File: config.mk
export PLATFORM = sky130hd
export DESIGN_NAME = seg_scan_ctrl
export DESIGN_NICKNAME = d
export VERILOG_FILES = /design/src/rtl/seg_scan_pkg.sv /design/src/rtl/hex_to_seg7.sv /design/src/rtl/seg_scan_ctrl.sv
export SDC_FILE = /design/constraint.sdc
export NUM_CORES = 1
export LEC_CHECK = 0
export CORE_MARGIN = 3
export CORE_UTILIZATION = 55
export CTS_CLUSTER_SIZE = 14
export DETAILED_ROUTE_END_ITERATION = 8
export PLACE_DENSITY = 0.8
export SETUP_SLACK_MARGIN = 0.3
export SYNTH_ARGS = -nofsm -noshare
export SYNTH_HDL_FRONTEND = slang
export SYNTH_HIERARCHICAL = 1
export SYNTH_SLANG_ARGS = --single-unit
File: constraint.sdc
create_clock -name clk_i -period 4.9 [get_ports clk_i]
set_input_delay 0.98 -clock clk_i [delete_from_list [all_inputs] [get_ports clk_i]]
set_output_delay 0.98 -clock clk_i [all_outputs]
set_load 0.03 [all_outputs]
File: src/rtl/seg_scan_pkg.sv
// Shared types and constants for the seven-segment scan controller family.
package seg_scan_pkg;

    typedef enum logic [1:0] {
        IDLE,
        BLANK,
        SHOW
    } scan_state_e;

    localparam logic [6:0] SEG_OFF = 7'h7F;
    localparam logic [7:0] AN_OFF  = 8'hFF;

    // Active-low {g,f,e,d,c,b,a} patterns, entry 15 (F) first down to entry 0.
    localparam logic [15:0][6:0] HEX_SEG = {
        7'h0E, 7'h06, 7'h21, 7'h46, 7'h03, 7'h08, 7'h10, 7'h00,
        7'h78, 7'h02, 7'h12, 7'h19, 7'h30, 7'h24, 7'h79, 7'h40
    };

endpackage

File: src/rtl/hex_to_seg7.sv
// Combinational hex nibble to active-low seven-segment pattern {g,f,e,d,c,b,a}.
module hex_to_seg7
    import seg_scan_pkg::*;
(
    input  logic [3:0] hex_i,
    output logic [6:0] seg_n_o
);

    assign seg_n_o = HEX_SEG[hex_i];

endmodule

File: src/rtl/seg_scan_ctrl.sv
// Multiplexed 8-digit active-low seven-segment scanner with tear-free frame-boundary updates.
// Optional brightness control (bright_i duty gating of an_n_o) when SEG_SCAN_BRIGHT_EN is defined.
module seg_scan_ctrl
    import seg_scan_pkg::*;
#(
    parameter int CLK_DIV      = 16,
    parameter int BLANK_CYCLES = 2,
    parameter int NUM_DIGITS   = 8
) (
    input  logic        clk_i,
    input  logic        rst_i,
    input  logic        en_i,
`ifdef SEG_SCAN_BRIGHT_EN
    input  logic [2:0]  bright_i,
`endif
    input  logic        upd_valid_i,
    output logic        upd_ready_o,
    input  logic [31:0] upd_digits_i,
    input  logic [7:0]  upd_dp_i,
    input  logic [7:0]  upd_mask_i,
    output logic [2:0]  sel_o,
    output logic [7:0]  an_n_o,
    output logic [6:0]  seg_n_o,
    output logic        dp_n_o,
    output logic        frame_done_o
);

    localparam int CNT_MAX = (CLK_DIV > BLANK_CYCLES) ? CLK_DIV : BLANK_CYCLES;
    localparam int CNT_W   = $clog2(CNT_MAX + 1);
    localparam logic [CNT_W-1:0] SHOW_LAST  = CNT_W'(CLK_DIV - 1);
    localparam logic [CNT_W-1:0] BLANK_LAST = CNT_W'((BLANK_CYCLES > 0) ? BLANK_CYCLES - 1 : 0);
    localparam logic [2:0]       SEL_LAST   = 3'(NUM_DIGITS - 1);

    scan_state_e      state_q, state_d;
    logic [CNT_W-1:0] cnt_q, cnt_d;
    logic [2:0]       sel_q, sel_d;

    logic        pend_full_q, pend_full_d;
    logic [31:0] pend_digits_q, sh_digits_q;
    logic [7:0]  pend_dp_q, pend_mask_q, sh_dp_q, sh_mask_q;

    logic [7:0]  an_q, an_d;
    logic [6:0]  seg_q, seg_d;
    logic        dp_q, dp_d;
    logic [2:0]  sel_out_q, sel_out_d;
    logic        fd_q, fd_d;

    logic        show_last, wrap, xfer, commit, show_on, bright_ok;
    logic [6:0]  hex_seg;

    assign show_last = (state_q == SHOW) && (cnt_q == SHOW_LAST);
    assign wrap      = show_last && (sel_q == SEL_LAST);
    assign xfer      = upd_valid_i && !pend_full_q;
    // A full buffer commits at the frame wrap, or at once while the display is idle.
    assign commit    = pend_full_q && (wrap || (state_q == IDLE));
    assign show_on   = en_i && (state_q == SHOW);

`ifdef SEG_SCAN_BRIGHT_EN
    logic [2:0] phase;
    assign phase     = 3'((32'(cnt_q) * 32'd8) / 32'(CLK_DIV));
    assign bright_ok = (phase <= bright_i);
`else
    assign bright_ok = 1'b1;
`endif

    hex_to_seg7 u_hex (
        .hex_i   (sh_digits_q[{sel_q, 2'b00} +: 4]),
        .seg_n_o (hex_seg)
    );

    always_comb begin
        state_d     = state_q;
        cnt_d       = cnt_q;
        sel_d       = sel_q;
        pend_full_d = pend_full_q;
        an_d        = AN_OFF;
        seg_d       = SEG_OFF;
        dp_d        = 1'b1;
        sel_out_d   = en_i ? sel_q : 3'd0;
        fd_d        = en_i && wrap;

        if (xfer) begin
            pend_full_d = 1'b1;
        end else if (commit) begin
            pend_full_d = 1'b0;
        end

        if (!en_i) begin
            state_d = IDLE;
            cnt_d   = '0;
            sel_d   = '0;
        end else begin
            case (state_q)
                IDLE: begin
                    cnt_d = '0;
                    sel_d = '0;
                    if (BLANK_CYCLES == 0) state_d = SHOW;
                    else                   state_d = BLANK;
                end
                BLANK: begin
                    if (cnt_q == BLANK_LAST) begin
                        state_d = SHOW;
                        cnt_d   = '0;
                    end else begin
                        cnt_d = cnt_q + 1'b1;
                    end
                end
                SHOW: begin
                    if (show_last) begin
                        cnt_d = '0;
                        sel_d = (sel_q == SEL_LAST) ? 3'd0 : sel_q + 3'd1;
                        if (BLANK_CYCLES == 0) state_d = SHOW;
                        else                   state_d = BLANK;
                    end else begin
                        cnt_d = cnt_q + 1'b1;
                    end
                end
                default: state_d = IDLE;
            endcase
        end

        if (show_on) begin
            seg_d = hex_seg;
            dp_d  = ~sh_dp_q[sel_q];
            if (sh_mask_q[sel_q] && bright_ok) begin
                an_d = ~(8'h01 << sel_q);
            end
        end
    end

    always_ff @(posedge clk_i or posedge rst_i) begin
        if (rst_i) begin
            state_q <= IDLE;
            cnt_q   <= '0;
            sel_q   <= '0;
        end else begin
            state_q <= state_d;
            cnt_q   <= cnt_d;
            sel_q   <= sel_d;
        end
    end

    always_ff @(posedge clk_i or posedge rst_i) begin
        if (rst_i) begin
            pend_full_q   <= 1'b0;
            pend_digits_q <= '0;
            pend_dp_q     <= '0;
            pend_mask_q   <= '0;
            sh_digits_q   <= '0;
            sh_dp_q       <= '0;
            sh_mask_q     <= '0;
        end else begin
            pend_full_q <= pend_full_d;
            if (xfer) begin
                pend_digits_q <= upd_digits_i;
                pend_dp_q     <= upd_dp_i;
                pend_mask_q   <= upd_mask_i;
            end
            if (commit) begin
                sh_digits_q <= pend_digits_q;
                sh_dp_q     <= pend_dp_q;
                sh_mask_q   <= pend_mask_q;
            end
        end
    end

    always_ff @(posedge clk_i or posedge rst_i) begin
        if (rst_i) begin
            an_q      <= AN_OFF;
            seg_q     <= SEG_OFF;
            dp_q      <= 1'b1;
            sel_out_q <= '0;
            fd_q      <= 1'b0;
        end else begin
            an_q      <= an_d;
            seg_q     <= seg_d;
            dp_q      <= dp_d;
            sel_out_q <= sel_out_d;
            fd_q      <= fd_d;
        end
    end

    assign upd_ready_o  = ~pend_full_q;
    assign sel_o        = sel_out_q;
    assign an_n_o       = an_q;
    assign seg_n_o      = seg_q;
    assign dp_n_o       = dp_q;
    assign frame_done_o = fd_q;

endmodule

==> impl_metrics.ini, run 1 <==
[outcome]
outcome = complete, no violations

[place]
gp_congestion = 0.801
dp.cells = 593
port_buffers = 72
dp_hpwl_um = 6650

[setup_path]
cp_num_buf_inv = 1
crit_type = reg2reg
slowest_delay_ps = 680
path_max_fanout = 34
worstPathRequired_ps = 5280
start_kind = flop
path_depth = 6
rr_worst_depth = 6
crit_family = flip-flops
cp_slowest_cell = dfrtp_1
path_common_cell = ha_1
end_kind = flop
crit_chain = ha_1, ha_1, and3_1, o21ai_4, buf_4, mux2_2
worstPathArrival_ps = 3530

[cts]
clkTransAtPathRegs_ps = 60
clockBufferDepth = 2
cts_tree = yes
clockRootBuffer = clkbuf_8
ctsHoldBuffers = 0
clk-insertion-delay-late_ps = 510
cts.repair.resized = 0
cts_max_level = 4
postCtsSetupRepairBufs = 0
cts_sinks = 127
numCtsBuffers = 17

[sta]
finalSetupTns_ps = 0
hold_viol_final = 0
skew_ps = 12.3
hold_ws_ps = 499
worst_slew_pin_slew_ps = 993
fmax_mhz = 318
slew_headroom = 0.337
drv_slew = 0
rsz0062_at_grt = false
setup_viol = 0
period_share = 0.642
finalCriticalPeriod_ps = 3150

[cells_and_area]
area_delta_synth_final_pct = 26.9
layout-drive-gt1-share = 0.343
diodes = 0
layout.nets = 550
fill_cells = 692
finalNonFillerCells = 625
post-route-util = 0.723

[hold_path]
hold-path-cell-count = 1
hp-class = reg2reg

[detailed_routing]
antenna_left = 0
remaining_drc_errors = 0
post_drt_wl_per_cell_um = 16.6
vias = 3333
viasPerCell = 5.33
drtIter0Drc = 118
drt-pass1-iter-count = 4
wl_um = 10400

[synthesis]
synth_cell_types = 39
ys.flop_type = dfrtp_1
synthMuxAreaShare = 0.252
ys_warn_count = 6
synth_area_mm2 = 0.00559
synth_xor_area_frac = 0.00157
ys_seq_elements = 127
postSynthNetCount = 470
synth_edf_count = 0
synth-simple-area-share = 0.0712
async_flop_share = 1.00
synth_seq_area_share = 0.572
synthAdderAreaFrac = 0.0425
synth_top_family_by_area = multiplexers
synth_compound_area_frac = 0.0322
synth.avg_cell_area_um2 = 14.0
synthCells = 399

[floorplanning]
dieArea_mm2 = 0.0114
die_w_um = 107
die_h_um = 107
rows = 36
start_util = 0.569
io-pin-count = 73
coreArea_mm2 = 0.00982

[pwr]
power.leakage_nw = 3.03
vdd_drop_max_mv = 0.287
power_mw = 4.40
pwr_density_cell_mw_per_mm2 = 620

[grt]
gr-usage-met1 = 0.252
grtUsageTotal = 0.197
grt_antenna_before_repair = 0
grt_pass1_vias = 3464
grt_use_met3 = 0.0500
grt_busiest_layer = met2
grt_util_met2 = 0.322
grt_pass1_wl_um = 17300
grt-ovfl-total = 0
grt_max_degree = 59

[flow_run]
cap_violations = 0
-- power by group --
| group | internal (mW) | switching [mW] |
|---|---|---|
| Sequential | 1.48 | 0.252 |
| Combinational | 0.767 | 0.510 |
| Clock | 0.953 | 0.438 |
-- placed cells by master (no fill, tap or decap), types with 9 or more instances in the layout --
cell / count
nand2b_1: 9
dfrtp_1: 111
clkdlybuf4s50_1: 72
inv_1: 12
clkbuf_16: 16
ha_1: 19
mux2_4: 9
dfstp_2: 16
mux2_2: 88
nand2_1: 42
mux4_2: 12
o21ai_0: 10
-- cells by family (layout without fill, tap and decap cells) --
logic type / count (synthesis) / after routing
xor gates and xnor gates: 1 / 1
AOI/OAI and AO/OA: 29 / 29
adders and majority gates: 19 / 19
and+or+nand+nor: 81 / 81
buffers and inverters: 32 / 125
muxes: 110 / 110
DFF: 127 / 127
-- worst register-to-register path: stages (launching register included) --
cell	delay, ps
dfrtp_1	680
ha_1	390
ha_1	260
and3_1	260
o21ai_4	520
buf_4	510
mux2_2	410
-- flip-flops by register name (all words and copies together), names as in the netlist, 3 cells and up --
register,cells
pend_digits_q,32
sh_digits_q,32
an_n_o,8
pend_dp_q,8
pend_mask_q,8
sh_dp_q,8
sh_mask_q,8
seg_n_o,7
cnt_q,5
sel_o,3
sel_q,3
-- area by class of cell --
class,count,area (um^2),share of cell area
timing repair buffer,78,766,0.108
sequential,127,3200,0.451
tap,133,166,0.0234
multi-input combinational,240,2250,0.316
clock buffer,21,449,0.0633
clock inverter,11,210,0.0296
inverter,15,61.3,0.00864
-- final timing paths --
kind                                        startpoint                     endpoint  slack [ps]
setup / recovery                  sel_q[1]$_DFFE_PP0P_   sh_digits_q[2]$_DFFE_PP0P_        1750
max in group asynchronous                        rst_i          an_n_o[7]$_DFF_PP1_        2960
hold reg to reg            sh_digits_q[26]$_DFFE_PP0P_  sh_digits_q[26]$_DFFE_PP0P_         500
min in group asynchronous                        rst_i           sel_o[2]$_DFF_PP0_         940
hold / removal             sh_digits_q[26]$_DFFE_PP0P_  sh_digits_q[26]$_DFFE_PP0P_         500
setup reg to reg                  sel_q[1]$_DFFE_PP0P_   sh_digits_q[2]$_DFFE_PP0P_        1750
-- per-layer routing --
metal / up-vias / part of all wire
li1: 1554 / -
met1: 1667 / 0.43
met2: 90 / 0.50
met3: 22 / 0.046
met4: 0 / 0.022
met5: - / 0
-- Yosys cell counts (2+ instances only) --
master	number	area (um^2)
dfrtp_1	111	2780
mux2_2	88	991
nand2_1	42	158
ha_1	19	238
dfstp_2	16	420
inv_1	13	48.8
mux4_2	12	270
buf_2	11	55.1
o21ai_0	10	50.1
mux2_4	9	135
nand2b_1	9	56.3
nand3_1	7	35.0
nor2_1	7	26.3
and3_1	5	31.3
a21oi_1	4	20.0
buf_4	3	22.5
o21a_1	3	22.5
o22ai_1	3	18.8
buf_6	2	22.5
nor2b_1	2	12.5
nor3b_1	2	15.0
nor4b_1	2	17.5
o21ai_1	2	10.0
o21ai_2	2	17.5
-- metrics by stage --
step / instance area (um^2) / worst slack [ps]
after floorplan: 5590 / 562
after global placement: 6440 / 1840
after detailed placement: 6440 / 1780
after CTS: 7100 / 1730
after global routing: 7100 / 1640
final: 7100 / 1750
No activity file was read; power rests on OpenSTA's default activity.
==> run 2, diff against run 1 <==
==> constraint.sdc (replaced) <==
create_clock -name clk_i -period 3.3 [get_ports clk_i]
set_input_delay 0.66 -clock clk_i [delete_from_list [all_inputs] [get_ports clk_i]]
set_output_delay 0.66 -clock clk_i [all_outputs]
set_load 0.03 [all_outputs]
==> impl_metrics.ini, run 2 (synthesis gave the netlist of run 1 again) <==
[place]
dp_hpwl_um = 6870
gp_congestion = 0.845
dp.cells = 594
preCtsSetupSlack_ps = 767
port_buffers = 72

[sta]
skew_ps = 9.26
slew_headroom = 0.570
hold_viol_final = 0
finalCriticalPeriod_ps = 2560
drv_slew = 0
period_share = 0.777
setup_viol = 0
setup_ws_ps = 737
worst_slew_pin_slew_ps = 646
fmax_mhz = 390
rsz0062_at_grt = false
hold_ws_ps = 500
finalSetupTns_ps = 0

[grt]
grt_pass1_vias = 3452
grtUsageTotal = 0.194
grt_antenna_before_repair = 0
grt-ovfl-total = 0
grt_max_degree = 92
grt_pass1_wl_um = 17200

[detailed_routing]
vias = 3302
post_drt_wl_per_cell_um = 16.3
viasPerCell = 5.27
drt-pass1-iter-count = 4
antenna_left = 0
wl_um = 10200
drtIter0Drc = 128
remaining_drc_errors = 0

[cts]
cts_tree = yes
ctsHoldBuffers = 0
cts_max_level = 4
clk-insertion-delay-late_ps = 510
cts_sinks = 127
numCtsBuffers = 17
clkTransAtPathRegs_ps = 60
clockRootBuffer = clkbuf_8
clockBufferDepth = 2
cts.repair.resized = 0
postCtsSetupRepairBufs = 0

[cells_and_area]
area_delta_synth_final_pct = 26.0
top_regs = pend_digits_q x32, sh_digits_q x32
diodes = 0
multi_input_area_mm2 = 0.00225
layout.nets = 551
fill_cells = 667
layout-drive-gt1-share = 0.347
final_common_cell = dfrtp_1
finalNonFillerCells = 626
final_cell_mix = 111 x dfrtp_1, 88 x mux2_2, 72 x clkdlybuf4s50_1, 42 x nand2_1, 19 x ha_1
regArea_mm2 = 0.00320

[floorplanning]
rows = 36
die_w_um = 107
coreArea_mm2 = 0.00982
die_h_um = 107
dieArea_mm2 = 0.0114
start_util = 0.569
io-pin-count = 73

[setup_path]
crit_chain = mux4_2, nand2_1, nand2_1, ha_1, or2b_1, o211ai_1, o21ai_1, nand2b_1
path_common_cell = nand2_1
worstPathArrival_ps = 2990
crit_type = reg2reg
path_max_fanout = 11
cp_slowest_cell = dfrtp_1
worstPathRequired_ps = 3720
slowest_delay_ps = 750
start_kind = flop
end_kind = flop

[pwr]
pwr_density_cell_mw_per_mm2 = 891
power_mw = 6.28
vdd_drop_max_mv = 0.575
power.leakage_nw = 3.00

[hold_path]
hp-class = reg2reg

[outcome]
outcome = complete, no violations

[flow_run]
cap_violations = 0
[run 2: cell count changes in the layout (fill, tap and decap cells not counted)]
cell / change
bufinv_16: -4
inv_6: +4
clkinv_4: +3
buf_12: +2
clkbuf_8: -2
buf_4: -1
clkbuf_1: -1
clkinv_2: -1
clkinvlp_4: +1
inv_4: -1
inv_8: +1
[run 2: path summary, 6_finish.rpt]
path,startpoint,endpoint,slack (ps),cells after the start
worst max-delay path,sel_q[0]$_DFFE_PP0P_,seg_n_o[0]$_DFF_PP1_,740,8
min in group asynchronous,rst_i,cnt_q[3]$_DFFE_PP0P_,630,3
worst min register to register,sh_digits_q[23]$_DFFE_PP0P_,sh_digits_q[23]$_DFFE_PP0P_,500,1
max in group asynchronous,rst_i,an_n_o[4]$_DFF_PP1_,2270,3
worst min-delay path,sh_digits_q[23]$_DFFE_PP0P_,sh_digits_q[23]$_DFFE_PP0P_,500,1
worst max register to register,sel_q[0]$_DFFE_PP0P_,seg_n_o[0]$_DFF_PP1_,740,8
[run 2: final cells by class]
type                            count  area share
Inverter                           15     0.00888
Multi-Input combinational cell    240       0.319
Timing Repair Buffer               79       0.113
Tap cell                          133      0.0236
Clock inverter                     14      0.0224
Sequential cell                   127       0.454
Clock buffer                       18      0.0593
[run 2: layer usage]
metal  global-route usage  up-vias  share of wire
li1                     -     1561              -
met1                0.263     1658           0.45
met2                0.310       74           0.50
met3               0.0476        9          0.036
met4               0.0621        0          0.012
met5                    0        -              0
[run 2: stage by stage]
| stage | area (um^2) | util |
|---|---|---|
| 4_1_cts | 7050 | 0.718 |
| 3_5_place_dp | 6470 | 0.659 |
| 2_1_floorplan | 5600 | - |
| 6_report | 7050 | 0.718 |
| 5_1_grt | 7050 | 0.718 |
| 3_3_place_gp | 6470 | 0.659 |
[run 2: worst max-delay path, delay by kind of cell, from the launching register on]
family | cells | cell delay (ps)
flops | 1 | 750
simple gates | 4 | 630
mux | 1 | 610
fa+ha+maj | 1 | 250
compound gates | 2 | 230
[run 2: power breakdown]
group	switching [mW]	internal, mW
Clock	0.701	1.09
Combinational	0.759	1.16
Sequential	0.372	2.20
